$ cat src/rtl/led_indicator.sv
// Per-channel LED blinker: turns each single-cycle event pulse into BLINKS
// lit phases of ON_CYCLES separated by dark gaps of OFF_CYCLES.
module led_indicator #(
    parameter int WIDTH        = 1,
    parameter bit POLARITY     = 1'b1,
    parameter int COUNTER_BITS = 24,
    parameter int ON_CYCLES    = 5000000,
    parameter int OFF_CYCLES   = 5000000,
    parameter int BLINKS       = 2,
    parameter int BLINK_BITS   = 4
) (
    input  logic             clk,
    input  logic             rst,
    input  logic [WIDTH-1:0] event_pulse,
    output logic [WIDTH-1:0] led_out,
    output logic [WIDTH-1:0] busy
);

    typedef enum logic [1:0] {
        IDLE = 2'd0,
        ON   = 2'd1,
        OFF  = 2'd2
    } state_t;

    localparam logic [COUNTER_BITS-1:0] ON_LAST  = COUNTER_BITS'(ON_CYCLES - 1);
    localparam logic [COUNTER_BITS-1:0] OFF_LAST = COUNTER_BITS'(OFF_CYCLES - 1);
    localparam logic [BLINK_BITS-1:0]   REM_INIT = BLINK_BITS'(BLINKS - 1);
    localparam logic                    LIT      = POLARITY;
    localparam logic                    DARK     = ~POLARITY;

    // Packed copy of every channel's state, kept for probing from a bench or checker.
    logic [2*WIDTH-1:0] state_dbg;

    for (genvar i = 0; i < WIDTH; i++) begin : g_ch
        state_t                  state;
        logic [COUNTER_BITS-1:0] cnt;
        logic [BLINK_BITS-1:0]   rem;
        logic                    led_q;
        logic                    busy_q;

        // Outputs are written alongside the next state so they move on the same edge.
        always_ff @(posedge clk) begin
            if (rst) begin
                state  <= IDLE;
                cnt    <= '0;
                rem    <= '0;
                led_q  <= DARK;
                busy_q <= 1'b0;
            end else if (event_pulse[i]) begin
                // A pulse in any state (re)starts the pattern, beating terminal counts.
                state  <= ON;
                cnt    <= '0;
                rem    <= REM_INIT;
                led_q  <= LIT;
                busy_q <= 1'b1;
            end else begin
                case (state)
                    ON: begin
                        if (cnt == ON_LAST) begin
                            cnt <= '0;
                            if (rem == '0) begin
                                state  <= IDLE;
                                led_q  <= DARK;
                                busy_q <= 1'b0;
                            end else begin
                                state  <= OFF;
                                led_q  <= DARK;
                                busy_q <= 1'b1;
                            end
                        end else begin
                            cnt    <= cnt + 1'b1;
                            led_q  <= LIT;
                            busy_q <= 1'b1;
                        end
                    end
                    OFF: begin
                        if (cnt == OFF_LAST) begin
                            state  <= ON;
                            cnt    <= '0;
                            rem    <= rem - 1'b1;
                            led_q  <= LIT;
                            busy_q <= 1'b1;
                        end else begin
                            cnt    <= cnt + 1'b1;
                            led_q  <= DARK;
                            busy_q <= 1'b1;
                        end
                    end
                    default: begin
                        state  <= IDLE;
                        cnt    <= '0;
                        led_q  <= DARK;
                        busy_q <= 1'b0;
                    end
                endcase
            end
        end

        assign led_out[i]           = led_q;
        assign busy[i]              = busy_q;
        assign state_dbg[2*i +: 2] = state;
    end

endmodule
$ cat config.mk
export PLATFORM = sky130hd
export DESIGN_NAME = led_indicator
export DESIGN_NICKNAME = d
export VERILOG_FILES = /design/src/rtl/led_indicator.sv
export SDC_FILE = /design/constraint.sdc
export NUM_CORES = 1
export LEC_CHECK = 0
export CAP_MARGIN = 20
export CORE_AREA = 2 2 67 69
export CTS_BUF_LIST = sky130_fd_sc_hd__clkbuf_4 sky130_fd_sc_hd__clkbuf_8 sky130_fd_sc_hd__clkbuf_16
export DETAILED_ROUTE_END_ITERATION = 10
export DIE_AREA = 0 0 69 71
export PLACE_DENSITY = 0.56
export SLEW_MARGIN = 0
export SYNTH_ARGS = -nofsm -noshare
export SYNTH_HDL_FRONTEND = slang
export SYNTH_SLANG_ARGS = --single-unit
$ cat constraint.sdc
create_clock -name clk -period 1.63 [get_ports clk]
set_clock_uncertainty 0.05 [all_clocks]
set_input_delay 0.326 -clock clk [delete_from_list [all_inputs] [get_ports clk]]
set_output_delay 0.326 -clock clk [all_outputs]
set_load 0.05 [all_outputs]
* Word level (Yosys, flattened, before mapping)
Cells that the tools add are included.
Cells by class: add/subtract/negate cells 2, eq/ne operators 7, mux-type cells 16, bitwise logic cells 1, reduce and logical (&&, ||, !) cells 10
Operators by type and width (count):
- 24-bit by 1-bit adder with 24-bit output (second input constant) | 1
- 24-bit by 23-bit == test with 1-bit output (second input constant) | 1
- 1-bit 2-to-1 mux | 10
- 2-bit AND reduction | 4
- 2-bit 2-to-1 mux | 3
- 3-bit != test (second input constant) | 2
- 4-bit zero test | 1
- 2-bit != test (second input constant) | 2
- 1-bit case mux with 2 select lines | 2
- 2-bit case mux with 2 select lines | 1
- 2-bit nonzero test | 2
- 2-bit OR reduction | 2
- 4-bit OR reduction | 1
- 4-bit by 1-bit subtractor with 4-bit output (second input constant) | 1
- 2-bit by 1-bit == test with 1-bit output (second input constant) | 1
- 2-bit == test (second input constant) | 1
- 1-bit inverter | 1
Word-level totals: bits in registers 32, bits of input ports 3, output and inout bits 2, word-level logic and storage cells 43

* Depth between registers and ports, before layout
Gate-level depths: netlist of run 1.
depth after elaboration 5, gate-level depth with buffers 7, gate-level depth less buffers 6

* Worst setup path after synthesis of run 1
OpenSTA, ideal clock, no wires.
kind register to register, start reg g_ch[0].cnt[0], end reg g_ch[0].rem[3], library setup time 87 ps, data arrival time 1559 ps, data required time 1493 ps, setup slack -66 ps, cell stages (with the launch flop) 8, buffers on the path 2, clock period less this slack 1696 ps, path through dfxtp_1 -> ha_1 -> and4_1 -> buf_4 -> nand4_2 -> buf_2 -> or2_4 -> o31ai_1
Between the ends: cells in the longest elaborated chain, start to end 2
RTL lines:
- start, declared | line 36 | logic [COUNTER_BITS-1:0] cnt;
- start signal, assigned | line 71 | cnt <= cnt + 1'b1;
- start signal, assigned | line 84 | cnt <= cnt + 1'b1;
- 24-bit by 23-bit == test with 1-bit output | line 77 | if (cnt == OFF_LAST) begin
- 2-bit AND reduction (no source line)
- end signal, assigned | line 80 | rem <= rem - 1'b1;
- end, declared | line 37 | logic [BLINK_BITS-1:0] rem;
No other way between the ends. A chain may end at the register's enable or synchronous reset.

* Final worst setup path of run 1
start reg g_ch[0].cnt[12], end reg g_ch[0].cnt[20]
Between the ends: cells in the longest elaborated chain, start to end 2, elaborated cells on any way between the ends 3, classes of those cells add/sub (1); eq/ne (1); reduce/logical (1)
RTL lines:
- parallel branches: the longest is 2 deep, another holds 24-bit by 1-bit adder with 24-bit output
Parallel ways; which one is timed is not known.

==> reports/qor.yml, run 1 <==
via_count: 1519
initial_utilization_pct: 36.9
power.density_cell_area_nw_per_um2: 686
synth-seq-cells: 32
highest_layer: "met4"
post-place-ws_ns: -0.131
dominant_combinational_cell_family_by_area_after_synthesis: "simple AND/OR/NAND/NOR gates"
nNetsFinal: 238
drt-total-wl_mm: 3.89
post_layout_min_period_ns: 1.62
synthFlopType: "sky130_fd_sc_hd__dfxtp_1"
report.final.hold_viol_count: 0
cts-hold-fix-buffers: 0
grt_pass1_vias: 1556
design.portCount: 5
yosys.area_share.xor_xnor_pct: 7.34
largest_incremental_delay_on_the_critical_path_ns: 0.58
wl_met2_mm: 1.97
finalWeightedCongestion: 0.801
count_of_standard_cell_rows: 24
final_layout_size_suffix_gt1_share_pct: 39.7
holdCritPathClass: "flop to flop"
gr-total-overflow: 0
fmaxAchievable_mhz: 618
cpMaxStageDelayCell: "sky130_fd_sc_hd__or4_1"
drc: 0
cts_num_sinks: 32
drt_iter0_markers: 53
synthAdderAreaFrac_pct: 3.23
routed_wire_length_per_instance_um: 13.7
cell_class_contributing_the_biggest_share_of_worst_path_delay: "simple AND/OR/NAND/NOR gates"
design.die.area_um2: 4900
timing_worst_setup_path_type: "flop to flop"
postSynthCellCount: 177
worst_hold_slack_ns: 0.448
worst_ir_drop_vdd_uv: 582
cp.arrival_ns: 1.79
post_synth_instance_area_um2: 1550
slew_headroom_pct: 78.1
clk_pin_slew_worst_paths_ns: 0.07
global_route_usage_over_all_layers_pct: 16.9
mappedNetlistNets: 184
final-setup-viol-count: 0
root_buffer: "sky130_fd_sc_hd__clkbuf_8"
met3_wirelength_um: 107
route.detailed.vias_per_inst: 5.35
largest_net_degree_at_the_start_of_global_routing: 25
clk_latency_ns: 0.28
firstDrtPassIters: 4
critPathLaunchType: "flop"
post_synth_num_cell_types: 36
setup_tns_ns: 0
yosys_warnings: 0
final_area_um2: 2220
status: "finished, final reports clean"
die_width_um: 69
tritoncts: "built"
endpoint_kind: "flop"
num_antenna_cells: 0
syn_to_final_growth_pct: 43.2
number_of_max_cap_violations: 0
number_of_synthesized_flops_with_an_enable_pin: 0
seq_area_frac_synth_pct: 41.3
worst_ep_required_time_ns: 1.81
grt_first_pass_wirelength_mm: 6.67
htree_num_levels: 2
standby_leakage_power_nw: 0.866
synth-compound-area-share_pct: 14.2
synth_async_sr_flop_share_pct: 0
setup_ws_ns: 0.0131
synthMuxAreaShare_pct: 0
cts-root-to-sink-buffers: 2
path_cells: "and4_4, nand4_1, or4_1, a21oi_2"
postSynthAreaPerCell_um2: 8.76
layout.core_utilization_pct: 52.8
antenna_found_initial: 0
dp_hpwl_mm: 2.77
drv_slew: 0
worst-slew-pin-transition_ns: 0.324
crit_buf_inv: 0
design.core.area_um2: 4200
timing.critical_path.fanout_max: 5
m1WireLength_mm: 1.67
number_of_clock_buffers_inserted_by_tritoncts: 5
final.period_utilization_pct: 99.2
die-height_um: 71
post_dp_cell_area_um2: 1950
post_synth_and_or_nand_nor_area_fraction_pct: 29.5
rsz0062_at_grt: "yes"
ant_nets: 0
place.port_buffers: 4
-- metrics by stage --
| step | power, mW | instances |
|---|---|---|
| floorplan | 0.852 | 177 |
| global placement | 0.880 | 268 |
| detailed placement | 0.884 | 268 |
| CTS | 1.55 | 278 |
| global route | 1.58 | 284 |
| finish | 1.52 | 284 |
-- area by class of cell --
class | instances | area [µm²]
fill | 397 | 1980
clock buffer | 8 | 97.6
inverter | 10 | 37.5
multi-input combinational | 129 | 941
timing repair buffer | 53 | 415
tap | 52 | 65.1
sequential | 32 | 663
-- kinds of logic after synthesis --
logic type | after synthesis
AOI/OAI and AO/OA | 35
xor gates and xnor gates | 13
adders and majority gates | 4
buffers and inverters | 16
DFF | 32
and+or+nand+nor | 77
-- cell usage after synthesis, types with 2 or more instances --
| library cell | n | share of area (%) |
|---|---|---|
| sky130_fd_sc_hd__nor4_1 | 2 | 0.81 |
| sky130_fd_sc_hd__or3_1 | 7 | 2.8 |
| sky130_fd_sc_hd__a211oi_1 | 2 | 0.97 |
| sky130_fd_sc_hd__and4_1 | 6 | 3.4 |
| sky130_fd_sc_hd__nor3_1 | 2 | 0.65 |
| sky130_fd_sc_hd__or4_1 | 5 | 2.4 |
| sky130_fd_sc_hd__o31ai_1 | 8 | 3.9 |
| sky130_fd_sc_hd__a21oi_1 | 10 | 3.2 |
| sky130_fd_sc_hd__nand3_1 | 7 | 2.3 |
| sky130_fd_sc_hd__xor2_1 | 11 | 6.2 |
| sky130_fd_sc_hd__a31oi_1 | 2 | 0.81 |
| sky130_fd_sc_hd__nor2_1 | 21 | 5.1 |
| sky130_fd_sc_hd__inv_1 | 10 | 2.4 |
| sky130_fd_sc_hd__or4b_1 | 2 | 1.3 |
| sky130_fd_sc_hd__xnor2_1 | 2 | 1.1 |
| sky130_fd_sc_hd__nand2_1 | 7 | 1.7 |
| sky130_fd_sc_hd__ha_1 | 4 | 3.2 |
| sky130_fd_sc_hd__dfxtp_1 | 32 | 41 |
| sky130_fd_sc_hd__o311ai_0 | 2 | 1.1 |
| sky130_fd_sc_hd__buf_2 | 4 | 1.3 |
| sky130_fd_sc_hd__a21boi_1 | 2 | 0.97 |
| sky130_fd_sc_hd__o21ai_0 | 7 | 2.3 |
| sky130_fd_sc_hd__nand4_1 | 7 | 2.8 |
| sky130_fd_sc_hd__and3_1 | 3 | 1.2 |
-- registers in the layout (all words and copies together) (netlist names) --
name and count:
g_ch.rem 4, led_out 1, g_ch.state 2, g_ch.cnt 24, busy 1
-- tightest hold or removal path: stages (launching register included) --
cell and delay [ns]:
sky130_fd_sc_hd__dfxtp_2 0.33, sky130_fd_sc_hd__o21ai_0 0.07, sky130_fd_sc_hd__a21oi_1 0.06
-- final timing paths --
kind                                                 start                    endpoint  slack [ns]  cells past startpoint
worst max-delay path            g_ch[0].cnt[12]$_SDFF_PP0_  g_ch[0].cnt[20]$_SDFF_PP0_        0.01                      4
worst min register to register  g_ch[0].cnt[15]$_SDFF_PP0_  g_ch[0].cnt[15]$_SDFF_PP0_        0.45                      2
worst max register to register  g_ch[0].cnt[12]$_SDFF_PP0_  g_ch[0].cnt[20]$_SDFF_PP0_        0.01                      4
worst min-delay path            g_ch[0].cnt[15]$_SDFF_PP0_  g_ch[0].cnt[15]$_SDFF_PP0_        0.45                      2
-- layout by cell type, fill, tap and decap left out, drive strengths merged, types with 2 or more instances in the layout --
master          n
buf            51
dfxtp          32
nor2           21
xor2           11
inv            10
a21oi          10
nand4           8
o31ai           8
nand2           8
o21ai           8
clkbuf          8
nand3           7
or3             7
and4            6
or4             5
ha              4
and3            3
nor4            2
nor3            2
xnor2           2
a21boi          2
a211oi          2
a31oi           2
clkdlybuf4s50   2
o311ai          2
or4b            2
-- power breakdown --
| part | switching [mW] | total, mW | internal [mW] |
|---|---|---|---|
| Sequential | 0.00401 | 0.788 | 0.784 |
| Clock | 0.281 | 0.659 | 0.377 |
| Combinational | 0.0450 | 0.0762 | 0.0312 |
-- timing repair --
item,CTS,global route
setup buffers,2,6
resized for setup,10,26
endpoints found under the setup margin,31,25
pin swaps,3,7
-- metal layers --
layer / vias to the layer above / global-route usage, %
li1: 759 / -
met1: 722 / 18.7
met2: 22 / 29.4
met3: 16 / 3.70
met4: 0 / 11.1
met5: - / 0
Power figures use the tool's default switching activity.
==> run 2: changes to the inputs <==
--- a/config.mk
+++ b/config.mk
@@ -6,11 +6,12 @@
 export NUM_CORES = 1
 export LEC_CHECK = 0
 export CAP_MARGIN = 20
-export CORE_AREA = 2 2 67 69
+export CORE_AREA = 2 2 66 68
 export CTS_BUF_LIST = sky130_fd_sc_hd__clkbuf_4 sky130_fd_sc_hd__clkbuf_8 sky130_fd_sc_hd__clkbuf_16
 export DETAILED_ROUTE_END_ITERATION = 10
-export DIE_AREA = 0 0 69 71
-export PLACE_DENSITY = 0.56
+export DIE_AREA = 0 0 68 70
+export HOLD_SLACK_MARGIN = 0.03
+export PLACE_DENSITY = 0.57
 export SLEW_MARGIN = 0
 export SYNTH_ARGS = -nofsm -noshare
 export SYNTH_HDL_FRONTEND = slang
==> run 2 against run 1 <==
The run now ends with setup timing left. Power increased by 0.43%. Critical path depth unchanged. Maximum frequency decreased by 2.1%. Cell count decreased by 3.5%. Register-to-register slack got worse by 0.04 ns. Global-route usage increased by 1.1 points. Setup slack got worse by 0.035 ns. Via count decreased by 4.4%. Core utilization decreased by 1.0 points. Hold slack improved by 0.0032 ns. Clock-buffer cell count decreased by 1. First-iteration DRC count decreased by 5.7%.
==> reports/qor.yml, run 2 (same netlist as run 1, synthesis figures left out) <==
firstDrtPassIters: 4  # unchanged
post_layout_min_period_ns: 1.65  # +0.0353 ns
die_width_um: 68  # -1.4%
holdCritPathClass: "flop to flop"
path_cells: "nor4_4, nand4_1, o311ai_1, o31ai_2"
die-height_um: 70  # -1.4%
status: "complete, but fails checks"
initial_utilization_pct: 37.4  # +0.53 points
dp_hpwl_mm: 2.55  # -8.2%
tritoncts: "built"
grt_first_pass_wirelength_mm: 6.60  # -1.0%
highest_layer: "met4"
place.port_buffers: 4  # unchanged
final_common_cell: "sky130_fd_sc_hd__buf_4"
route.detailed.vias_per_inst: 5.30  # -0.92%
report.final.hold_viol_count: 0  # unchanged
routed_wire_length_per_instance_um: 13.8  # +0.45%
power.density_cell_area_nw_per_um2: 713  # +3.9%
clk_latency_ns: 0.29  # about the same
failed_checks: "setup timing"
antenna_found_initial: 0  # unchanged
nNetsFinal: 229  # -3.8%
slew_headroom_pct: 75.1  # -3.0 points
via_count: 1452  # -4.4%
power_switching_share_pct: 21.9  # +0.22 points
setup_ws_ns: -0.0222  # -0.0353 ns
clk_pin_slew_worst_paths_ns: 0.07  # about the same
wl_met2_mm: 1.90  # -3.7%
cts_num_sinks: 32  # unchanged
endpoint_kind: "flop"
drt_iter0_markers: 50  # -5.7%
final_layout_size_suffix_gt1_share_pct: 35.6  # -4.1 points
multi_input_area_um2: 955  # +1.5%
internal-power_mw: 1.19  # +0.16%
ant_nets: 0  # unchanged
drt-total-wl_mm: 3.77  # -3.1%
num_antenna_cells: 0  # unchanged
combinationalPowerShare_pct: 4.9  # about the same
setup_tns_ns: -0.0282  # -0.0282 ns
worst_ir_drop_vdd_uv: 367  # -37%
largest_incremental_delay_on_the_critical_path_ns: 0.46  # -0.12 ns
place_inst: 263  # -1.9%
most-common-layout-cells: "sky130_fd_sc_hd__buf_4 (40), sky130_fd_sc_hd__dfxtp_1 (24), sky130_fd_sc_hd__nor2_1 (21)"
final-setup-viol-count: 2  # +2
grt_pass1_vias: 1489  # -4.3%
design.core.area_um2: 4140  # -1.4%
drc: 0  # unchanged
clock_power_share_pct: 43.3  # about the same
number_of_clock_buffers_inserted_by_tritoncts: 5  # unchanged
root_buffer: "sky130_fd_sc_hd__clkbuf_8"
final_cells: 274  # -3.5%
largest_register_ff_count: 24  # unchanged
design.die.area_um2: 4760  # -2.8%
critPathLaunchType: "flop"
worst-slew-pin-transition_ns: 0.367  # +0.0432 ns
worst_ep_required_time_ns: 1.74  # -0.07 ns
count_of_standard_cell_rows: 24  # unchanged
cts-hold-fix-buffers: 0  # unchanged
regArea_um2: 651  # -1.9%
met3_wirelength_um: 91  # -15%
largest_net_degree_at_the_start_of_global_routing: 25  # unchanged
htree_num_levels: 2  # unchanged
m1WireLength_mm: 1.72  # +3.1%
finalWeightedCongestion: 0.840  # +4.9%
drv_slew: 0  # unchanged
p_sw_uw: 335  # +1.4%
cts-root-to-sink-buffers: 2  # unchanged
final.period_utilization_pct: 101  # +2.2 points
cp.arrival_ns: 1.76  # -0.03 ns
global_route_usage_over_all_layers_pct: 18.0  # +1.1 points
rsz0062_at_grt: "yes"
timing_worst_setup_path_type: "flop to flop"
power.share.sequential_pct: 51.8  # about the same
standby_leakage_power_nw: 0.816  # -5.8%
timing.critical_path.fanout_max: 6  # +1
regMostFlops: "g_ch.cnt"
cpMaxStageDelayCell: "sky130_fd_sc_hd__o311ai_1"
syn_to_final_growth_pct: 38.3
final.fill_count: 384  # -3.3%
gr-total-overflow: 0  # unchanged
number_of_max_cap_violations: 0  # unchanged
fmaxAchievable_mhz: 605  # -2.1%
design.portCount: 5  # unchanged
layout_top_registers: "g_ch.cnt (24), g_ch.rem (4), g_ch.state (2)"
==> run 2: per-stage QoR <==
stage / worst slack (ns) / instance area (µm²) / util [%] / hold WS [ns] / power, mW
finish: -0.0222 / 2140 / 51.8 / 0.451 / 1.53
global route: -0.116 / 2140 / 51.8 / 0.478 / 1.60
CTS: -0.0110 / 2080 / 50.2 / 0.451 / 1.55
detailed placement: -0.138 / 1910 / 46.2 / 0.439 / 0.879
global placement: -0.0746 / 1910 / 46.2 / 0.425 / 0.877
floorplan: -0.0167 / 1570 / - / 0.345 / 0.852
==> run 2: worst max-delay path, delay by kind of cell (launching register included) <==
family / cells / cell delay (ns)
simple gates: 2 / 0.56
flops: 1 / 0.34
compound gates: 2 / 0.58
==> run 2: repair_timing <==
item	CTS	global route
pin swaps	4	8
gates resized for setup	12	18
gates cloned	1	0
buffers inserted	2	1
endpoints found under the setup margin	31	30
==> run 2: layout make-up <==
| type | instances | share of cell area (%) |
|---|---|---|
| multi-input combinational | 130 | 44.5 |
| sequential | 32 | 30.3 |
| timing repair buffer | 43 | 15.9 |
| clock buffer | 7 | 4.49 |
| tap | 52 | 3.03 |
| inverter | 10 | 1.75 |
==> run 2: final timing paths <==
path                                from                           to  slack (ns)  cells after the start
max            g_ch[0].cnt[6]$_SDFF_PP0_  g_ch[0].rem[3]$_SDFFE_PP0P_       -0.02                      4
min          g_ch[0].rem[1]$_SDFFE_PP0P_  g_ch[0].rem[1]$_SDFFE_PP0P_        0.45                      2
min reg2reg  g_ch[0].rem[1]$_SDFFE_PP0P_  g_ch[0].rem[1]$_SDFFE_PP0P_        0.45                      2
max reg2reg    g_ch[0].cnt[6]$_SDFF_PP0_  g_ch[0].rem[3]$_SDFFE_PP0P_       -0.02                      4
==> run 2: layer usage <==
| layer | up-vias | GRT usage [%] |
|---|---|---|
| met5 | - | 0 |
| met4 | 0 | 6.00 |
| met3 | 7 | 5.31 |
| met2 | 11 | 31.0 |
| met1 | 692 | 20.9 |
| li1 | 742 | - |
==> run 2: power by group through the flow <==
| stage | logic (mW) | clock network (mW) | registers, mW |
|---|---|---|---|
| after floorplan | 0.0308 | 0 | 0.821 |
| after global placement | 0.0664 | 0 | 0.810 |
| after detailed placement | 0.0684 | 0 | 0.810 |
| after CTS | 0.0709 | 0.689 | 0.793 |
| after global routing | 0.0808 | 0.728 | 0.794 |
| final | 0.0749 | 0.662 | 0.793 |
